[src/rtl/decode_sequencer_pkg.sv]
// rtl/decode_sequencer_pkg.sv - shared state types and SRAM owner encoding
//
// Contents:
//   seq_state_type : top-level load/decode/display sequencer states
//   M1_state_type  : milestone-1 worker states (used by the M1 worker)
//   OWNER_*        : SRAM owner codes driven on owner_o
//   owner_of()     : SRAM owner implied by a sequencer state
package decode_sequencer_pkg;

    typedef enum logic [2:0] {
        S_SEQ_IDLE,
        S_SEQ_UART,
        S_SEQ_GAP,
        S_SEQ_M2,
        S_SEQ_M1,
        S_SEQ_VGA
    } seq_state_type;

    typedef enum logic [2:0] {
        S_M1_IDLE,
        S_M1_LEAD_IN,
        S_M1_COMMON,
        S_M1_LEAD_OUT
    } M1_state_type;

    localparam logic [1:0] OWNER_VGA  = 2'd0;
    localparam logic [1:0] OWNER_UART = 2'd1;
    localparam logic [1:0] OWNER_M2   = 2'd2;
    localparam logic [1:0] OWNER_M1   = 2'd3;

    // GAP has no owner of its own; the caller keeps the previous one.
    function automatic logic [1:0] owner_of(input seq_state_type s);
        case (s)
            S_SEQ_UART: owner_of = OWNER_UART;
            S_SEQ_M2:   owner_of = OWNER_M2;
            S_SEQ_M1:   owner_of = OWNER_M1;
            default:    owner_of = OWNER_VGA;
        endcase
    endfunction

endpackage

[src/rtl/decode_sequencer_sram_client_mux.sv]
// rtl/decode_sequencer_sram_client_mux.sv - combinational four-client SRAM port mux
//
// Ports:
//   owner                     : selected client (OWNER_* encoding)
//   vga_addr                  : VGA read address (VGA never writes)
//   uart_/m2_/m1_ addr,wdata,we_n : write-capable client requests
//   sram_addr/sram_wdata/sram_we_n : muxed SRAM port
module sram_client_mux
    import decode_sequencer_pkg::*;
(
    input  logic [1:0]  owner,
    input  logic [17:0] vga_addr,
    input  logic [17:0] uart_addr,
    input  logic [15:0] uart_wdata,
    input  logic        uart_we_n,
    input  logic [17:0] m2_addr,
    input  logic [15:0] m2_wdata,
    input  logic        m2_we_n,
    input  logic [17:0] m1_addr,
    input  logic [15:0] m1_wdata,
    input  logic        m1_we_n,
    output logic [17:0] sram_addr,
    output logic [15:0] sram_wdata,
    output logic        sram_we_n
);

    always_comb begin
        sram_addr  = vga_addr;
        sram_wdata = 16'd0;
        sram_we_n  = 1'b1;
        case (owner)
            OWNER_UART: begin
                sram_addr  = uart_addr;
                sram_wdata = uart_wdata;
                sram_we_n  = uart_we_n;
            end
            OWNER_M2: begin
                sram_addr  = m2_addr;
                sram_wdata = m2_wdata;
                sram_we_n  = m2_we_n;
            end
            OWNER_M1: begin
                sram_addr  = m1_addr;
                sram_wdata = m1_wdata;
                sram_we_n  = m1_we_n;
            end
            default: begin
                sram_addr  = vga_addr;
                sram_wdata = 16'd0;
                sram_we_n  = 1'b1;
            end
        endcase
    end

endmodule

[src/rtl/decode_sequencer.sv]
// rtl/decode_sequencer.sv - UART -> M2 -> M1 -> VGA sequencer with watchdog and SRAM arbitration
//
// Ports:
//   CLOCK_50_I, resetn            : clock, asynchronous active-low reset
//   start_i, skip_m2_i            : sequence request, M2 bypass (sampled at start)
//   uart_done_i/M2_done_i/M1_done_i : level completion flags from workers
//   *_addr_i/*_wdata_i/*_we_n_i   : per-client SRAM requests
//   uart_enable_o, M2_start_o, M1_start_o : worker controls
//   SRAM_address_o/SRAM_write_data_o/SRAM_we_n_o : muxed SRAM port
//   owner_o, busy_o, error_o      : status (error_o is the sticky watchdog flag)
module decode_sequencer
    import decode_sequencer_pkg::*;
#(
    parameter logic [25:0] TIMEOUT_CYCLES = 26'd50_000_000,
    parameter logic [25:0] GUARD_CYCLES   = 26'd2
)
(
    input  logic        CLOCK_50_I,
    input  logic        resetn,
    input  logic        start_i,
    input  logic        skip_m2_i,
    input  logic        uart_done_i,
    input  logic        M2_done_i,
    input  logic        M1_done_i,
    input  logic [17:0] uart_addr_i,
    input  logic [17:0] m2_addr_i,
    input  logic [17:0] m1_addr_i,
    input  logic [17:0] vga_addr_i,
    input  logic [15:0] uart_wdata_i,
    input  logic [15:0] m2_wdata_i,
    input  logic [15:0] m1_wdata_i,
    input  logic        uart_we_n_i,
    input  logic        m2_we_n_i,
    input  logic        m1_we_n_i,
    output logic        uart_enable_o,
    output logic        M2_start_o,
    output logic        M1_start_o,
    output logic [17:0] SRAM_address_o,
    output logic [15:0] SRAM_write_data_o,
    output logic        SRAM_we_n_o,
    output logic [1:0]  owner_o,
    output logic        busy_o,
    output logic        error_o
);

    seq_state_type state, state_d;
    seq_state_type next_worker, next_worker_d;
    logic [25:0]   phase_cnt;
    logic          skip_m2, skip_m2_d;
    logic          error_d;
    logic [1:0]    owner_d;
    logic          timeout;
    logic          guard_open;
    logic          mux_we_n;

    assign timeout    = (phase_cnt == TIMEOUT_CYCLES - 26'd1);
    // Workers may still show done from the previous run for a few cycles.
    assign guard_open = (phase_cnt >= GUARD_CYCLES);

    always_comb begin
        state_d       = state;
        next_worker_d = next_worker;
        skip_m2_d     = skip_m2;
        error_d       = error_o;
        owner_d       = owner_o;
        case (state)
            S_SEQ_IDLE, S_SEQ_VGA: begin
                if (start_i) begin
                    state_d   = S_SEQ_UART;
                    skip_m2_d = skip_m2_i;
                    error_d   = 1'b0;
                end
            end
            // Done is checked before timeout so a completion on the last
            // allowed cycle still counts.
            S_SEQ_UART: begin
                if (uart_done_i) begin
                    state_d       = S_SEQ_GAP;
                    next_worker_d = skip_m2 ? S_SEQ_M1 : S_SEQ_M2;
                end else if (timeout) begin
                    state_d = S_SEQ_IDLE;
                    error_d = 1'b1;
                end
            end
            S_SEQ_GAP: state_d = next_worker;
            S_SEQ_M2: begin
                if (M2_done_i && guard_open) begin
                    state_d       = S_SEQ_GAP;
                    next_worker_d = S_SEQ_M1;
                end else if (timeout) begin
                    state_d = S_SEQ_IDLE;
                    error_d = 1'b1;
                end
            end
            S_SEQ_M1: begin
                if (M1_done_i && guard_open) begin
                    state_d       = S_SEQ_GAP;
                    next_worker_d = S_SEQ_VGA;
                end else if (timeout) begin
                    state_d = S_SEQ_IDLE;
                    error_d = 1'b1;
                end
            end
            default: state_d = S_SEQ_IDLE;
        endcase
        // Through GAP the outgoing owner keeps the bus so the address is stable.
        if (state_d != S_SEQ_GAP)
            owner_d = owner_of(state_d);
    end

    always_ff @(posedge CLOCK_50_I or negedge resetn) begin
        if (!resetn) begin
            state       <= S_SEQ_IDLE;
            next_worker <= S_SEQ_IDLE;
            phase_cnt   <= 26'd0;
            skip_m2     <= 1'b0;
            error_o     <= 1'b0;
            owner_o     <= OWNER_VGA;
        end else begin
            state       <= state_d;
            next_worker <= next_worker_d;
            skip_m2     <= skip_m2_d;
            error_o     <= error_d;
            owner_o     <= owner_d;
            if (state_d != state)
                phase_cnt <= 26'd0;
            else if (state == S_SEQ_UART || state == S_SEQ_M2 || state == S_SEQ_M1)
                phase_cnt <= phase_cnt + 26'd1;
        end
    end

    // Start pulses mark a worker's first cycle; a timed-out phase goes to
    // IDLE, so no pulse follows an abort.
    assign uart_enable_o = (state == S_SEQ_UART);
    assign M2_start_o    = (state == S_SEQ_M2) && (phase_cnt == 26'd0);
    assign M1_start_o    = (state == S_SEQ_M1) && (phase_cnt == 26'd0);
    assign busy_o        = (state != S_SEQ_IDLE) && (state != S_SEQ_VGA);

    sram_client_mux u_mux (
        .owner      (owner_o),
        .vga_addr   (vga_addr_i),
        .uart_addr  (uart_addr_i),
        .uart_wdata (uart_wdata_i),
        .uart_we_n  (uart_we_n_i),
        .m2_addr    (m2_addr_i),
        .m2_wdata   (m2_wdata_i),
        .m2_we_n    (m2_we_n_i),
        .m1_addr    (m1_addr_i),
        .m1_wdata   (m1_wdata_i),
        .m1_we_n    (m1_we_n_i),
        .sram_addr  (SRAM_address_o),
        .sram_wdata (SRAM_write_data_o),
        .sram_we_n  (mux_we_n)
    );

    assign SRAM_we_n_o = mux_we_n | (state == S_SEQ_GAP) | ~resetn;

endmodule

[config.mk]
export PLATFORM = sky130hd
export DESIGN_NAME = decode_sequencer
export DESIGN_NICKNAME = d
export VERILOG_FILES = /design/src/rtl/decode_sequencer_pkg.sv /design/src/rtl/decode_sequencer_sram_client_mux.sv /design/src/rtl/decode_sequencer.sv
export SDC_FILE = /design/constraint.sdc
export NUM_CORES = 1
export LEC_CHECK = 0
export CAP_MARGIN = 20
export CORE_MARGIN = 4
export CORE_UTILIZATION = 44
export CTS_BUF_LIST = sky130_fd_sc_hd__clkbuf_8
export CTS_CLUSTER_DIAMETER = 80
export DETAILED_ROUTE_END_ITERATION = 6
export GPL_ROUTABILITY_DRIVEN = 0
export PLACE_DENSITY = 0.9
export RECOVER_POWER = 50
export SKIP_LAST_GASP = 1
export SLEW_MARGIN = 20
export SYNTH_ARGS = -nofsm -noshare
export SYNTH_HDL_FRONTEND = slang
export SYNTH_HIERARCHICAL = 1
export SYNTH_SLANG_ARGS = --single-unit
[constraint.sdc]
create_clock -name CLOCK_50_I -period 4.9 [get_ports CLOCK_50_I]
set_clock_uncertainty 0.15 [all_clocks]
set_input_delay 0.735 -clock CLOCK_50_I [delete_from_list [all_inputs] [get_ports CLOCK_50_I]]
set_output_delay 0.735 -clock CLOCK_50_I [all_outputs]
set_load 0.05 [all_outputs]
==> reports/metrics.yaml <==
detailed_routing:
  drt_iter0_drc: 282
  ant_nets: 0
  met2_length_mm: 6.44
  wl_met1_mm: 5.08
  drc: 0
  drt_pass1_iterations: 4
  topRoutingLayerUsed: "met4"
  dr_wl_met3_mm: 1.32
  route.vias.total: 3363
  routed_via_density: 5.83
  wl_per_cell_um: 22.9
  routed_wl_mm: 13.2
clock_network:
  ctsHoldBuffers: 0
  clk_latency_ps: 290
  clock-sinks: 36
  ctsRootBufferMaster: "clkbuf_8"
  max-clock-path-buffers: 2
  htree_levels: 2
  postCtsSetupBuffers: 0
  cts_resized: 0
  path_clk_slew_ps: 80
  cts_buffers: 5
  cts_tree: "done"
critical_path:
  cp_top_family: "buffers and inverters"
  cpMaxStageDelayCell: "dfrtp_1"
  criticalPathCategory: "flop to output port"
  r2r_slack_ps: 1290
  r2r_start: "phase_cnt[1]$_DFFE_PN0P_"
  path_cells: "buf_4, mux2_2, a22o_1, clkdlybuf4s50_1"
  cp-end-kind: "output port"
  worst_path_largest_cell_delay_ps: 940
  cp_data_arrival_time_ps: 2920
  cp-start-kind: "flop"
  critical_path_buf_inv_count: 2
  ff2ff_path_depth: 9
  r2r_end: "phase_cnt[21]$_DFFE_PN0P_"
  required_ps: 4010
  critPathMaxFanout: 22
power:
  power.switching_mw: 1.05
  comb_power_share_pct: 67.9
  p_leak_nw: 1.88
  seqPwrFrac_pct: 21.6
  switching_share_pct: 50.6
  total_power_mw: 2.08
  irDropWorstVdd_uv: 275
  intPower_mw: 1.03
  power_frac_clock_pct: 10.5
  p_per_area_mw_per_mm2: 425
sta:
  max_freq_ghz: 0.262
  tightest_slew_ps: 1930
  period_minus_slack_ps: 3810
  slew_headroom_pct: -28.9
  rsz0062_at_grt: "false"
  hold_viol: 0
  report.final.slew_viol_count: 37
  fin_tns_setup_ps: 0
  finalCritPeriodShare_pct: 77.7
  setup_viol: 0
finish:
  fillers: 506
  area_delta_synth_final_pct: 56.6
  fin_util_pct: 71.7
  layout.nets: 613
  fin_area_mm2: 0.00490
  drive_gt1_share_pct: 9.56
  multi_input_area_mm2: 0.00199
  seqCellArea_um2: 902
  diodes: 0
placed_design:
  dpl.hpwl_mm: 10.8
  port_buffers: 171
  place_area_mm2: 0.00482
yosys:
  synthArstFlopShare_pct: 100
  syn_nets: 450
  syn_avg_cell_area_um2: 9.87
  synth-seq-cells: 36
  netlist.area_leader.share_pct: 28.8
  yosys.area.top_type: "dfrtp_1"
  ys_warn_count: 6
  synth_edf_count: 0
  syn-cell-area_mm2: 0.00313
  yosysSeqAreaShare_pct: 28.8
  synthTopCellsByCount: "36 x dfrtp_1, 36 x nand2_1, 29 x nor2_1"
  synth_cell_types: 60
  synthFlopType: "dfrtp_1"
  synth_area_leaders: "dfrtp_1 29%, mux4_2 11%, xnor2_1 4.8%"
  synthCells: 317
grt:
  grt_overflow: 0
  grt_pass1_vias: 3366
  antenna_found_initial: 0
  grt_usage_pct: 30.6
  grt_pass1_wl_mm: 19.6
  grt_max_degree: 39
floorplan:
  die_w_um: 92.3
  dieArea_mm2: 0.00852
  fp-row-count: 30
  io_pins: 172
  die_h_um: 92.3
  design.core.area_mm2: 0.00683
  initial_core_util_pct: 45.8
run_status:
  status: "finished with violations"
  violations: "capacitance limit, slew limit"
hold_path:
  hold_path_class: "flop to flop"
  min_from: "error_o$_DFFE_PN0P_"
  hold_path_depth: 1
  holdPathEnd: "error_o$_DFFE_PN0P_"
flow_run:
  maxCapViolations: 1
how the worst max path moves through the flow:
| stage | to | slack [ps] | from | depth (start not counted) |
|---|---|---|---|---|
| after global placement | SRAM_we_n_o | 1470 | uart_we_n_i | 6 |
| after floorplan | M2_start_o | 1780 | phase_cnt[10]$_DFFE_PN0P_ | 5 |
| after CTS | SRAM_write_data_o[3] | 1140 | owner_o[1]$_DFFE_PN0P_ | 4 |
| after global routing | phase_cnt[23]$_DFFE_PN0P_ | 1000 | phase_cnt[1]$_DFFE_PN0P_ | 9 |
| after detailed placement | phase_cnt[13]$_DFFE_PN0P_ | 1430 | M2_done_i | 7 |
| final | SRAM_write_data_o[3] | 1090 | owner_o[1]$_DFFE_PN0P_ | 4 |
final cells by class:
type,instances,share of cell area [%]
multi-input combinational,249,40.5
inverter,12,0.920
clock buffer,6,1.69
tap,96,2.45
sequential,36,18.4
timing repair buffer,176,35.8
clock inverter,2,0.204
layout by cell type (no fill, tap or decap), types with 11 or more instances in the layout:
cell,Yosys,routed
nand3_1,11,11
nand2_1,36,36
a22o_1,16,16
mux4_2,15,15
dfrtp_1,36,35
xnor2_1,17,17
nor3b_1,11,11
nor2_1,29,29
clkdlybuf4s50_1,0,168
inv_1,11,11
metrics by stage:
stage	std cells	setup WS [ps]	hold WS [ps]
floorplan	317	1780	289
global placement	568	1470	313
detailed placement	568	1430	334
CTS	576	1140	346
global route	577	996	371
finish	577	1090	343
layer usage:
metal,GRT usage (%),vias to the layer above
li1,-,1502
met1,37.7,1638
met2,50.5,192
met3,10.6,31
met4,8.91,0
met5,0,-
registers in the layout, summed over array words and instances (netlist names):
name and flops:
error_o 1, phase_cnt 26, owner_o 2, state 3, skip_m2 1, next_worker 3
worst register-to-register path, stage by stage (launching register included):
cell and delay (ps):
dfrtp_1 440, ha_1 250, nand4_1 100, or4_1 460
or2_0 290, a31oi_1 420, clkinv_1 180, a211oi_1 850
buf_8 270, nor3b_1 80
power groups by stage:
stage	Combinational, mW	Sequential (mW)	Clock (mW)
finish	1.41	0.449	0.219
global route	1.48	0.465	0.233
CTS	1.41	0.450	0.220
detailed placement	1.41	0.456	0
global placement	1.39	0.449	0
floorplan	1.06	0.384	0
kinds of logic (layout without fill, tap and decap cells):
| logic type | count (synthesis) | count (layout) | share of synthesized area, % |
|---|---|---|---|
| fa+ha+maj | 3 | 3 | 1.20 |
| flops | 36 | 36 | 28.8 |
| mux | 39 | 39 | 20.8 |
| buf+inv | 32 | 196 | 6.76 |
| simple gates | 142 | 142 | 24.6 |
| compound gates | 40 | 40 | 10.8 |
| xor+xnor | 25 | 25 | 7.00 |
Note: power is estimated with default switching activity, not from simulation.
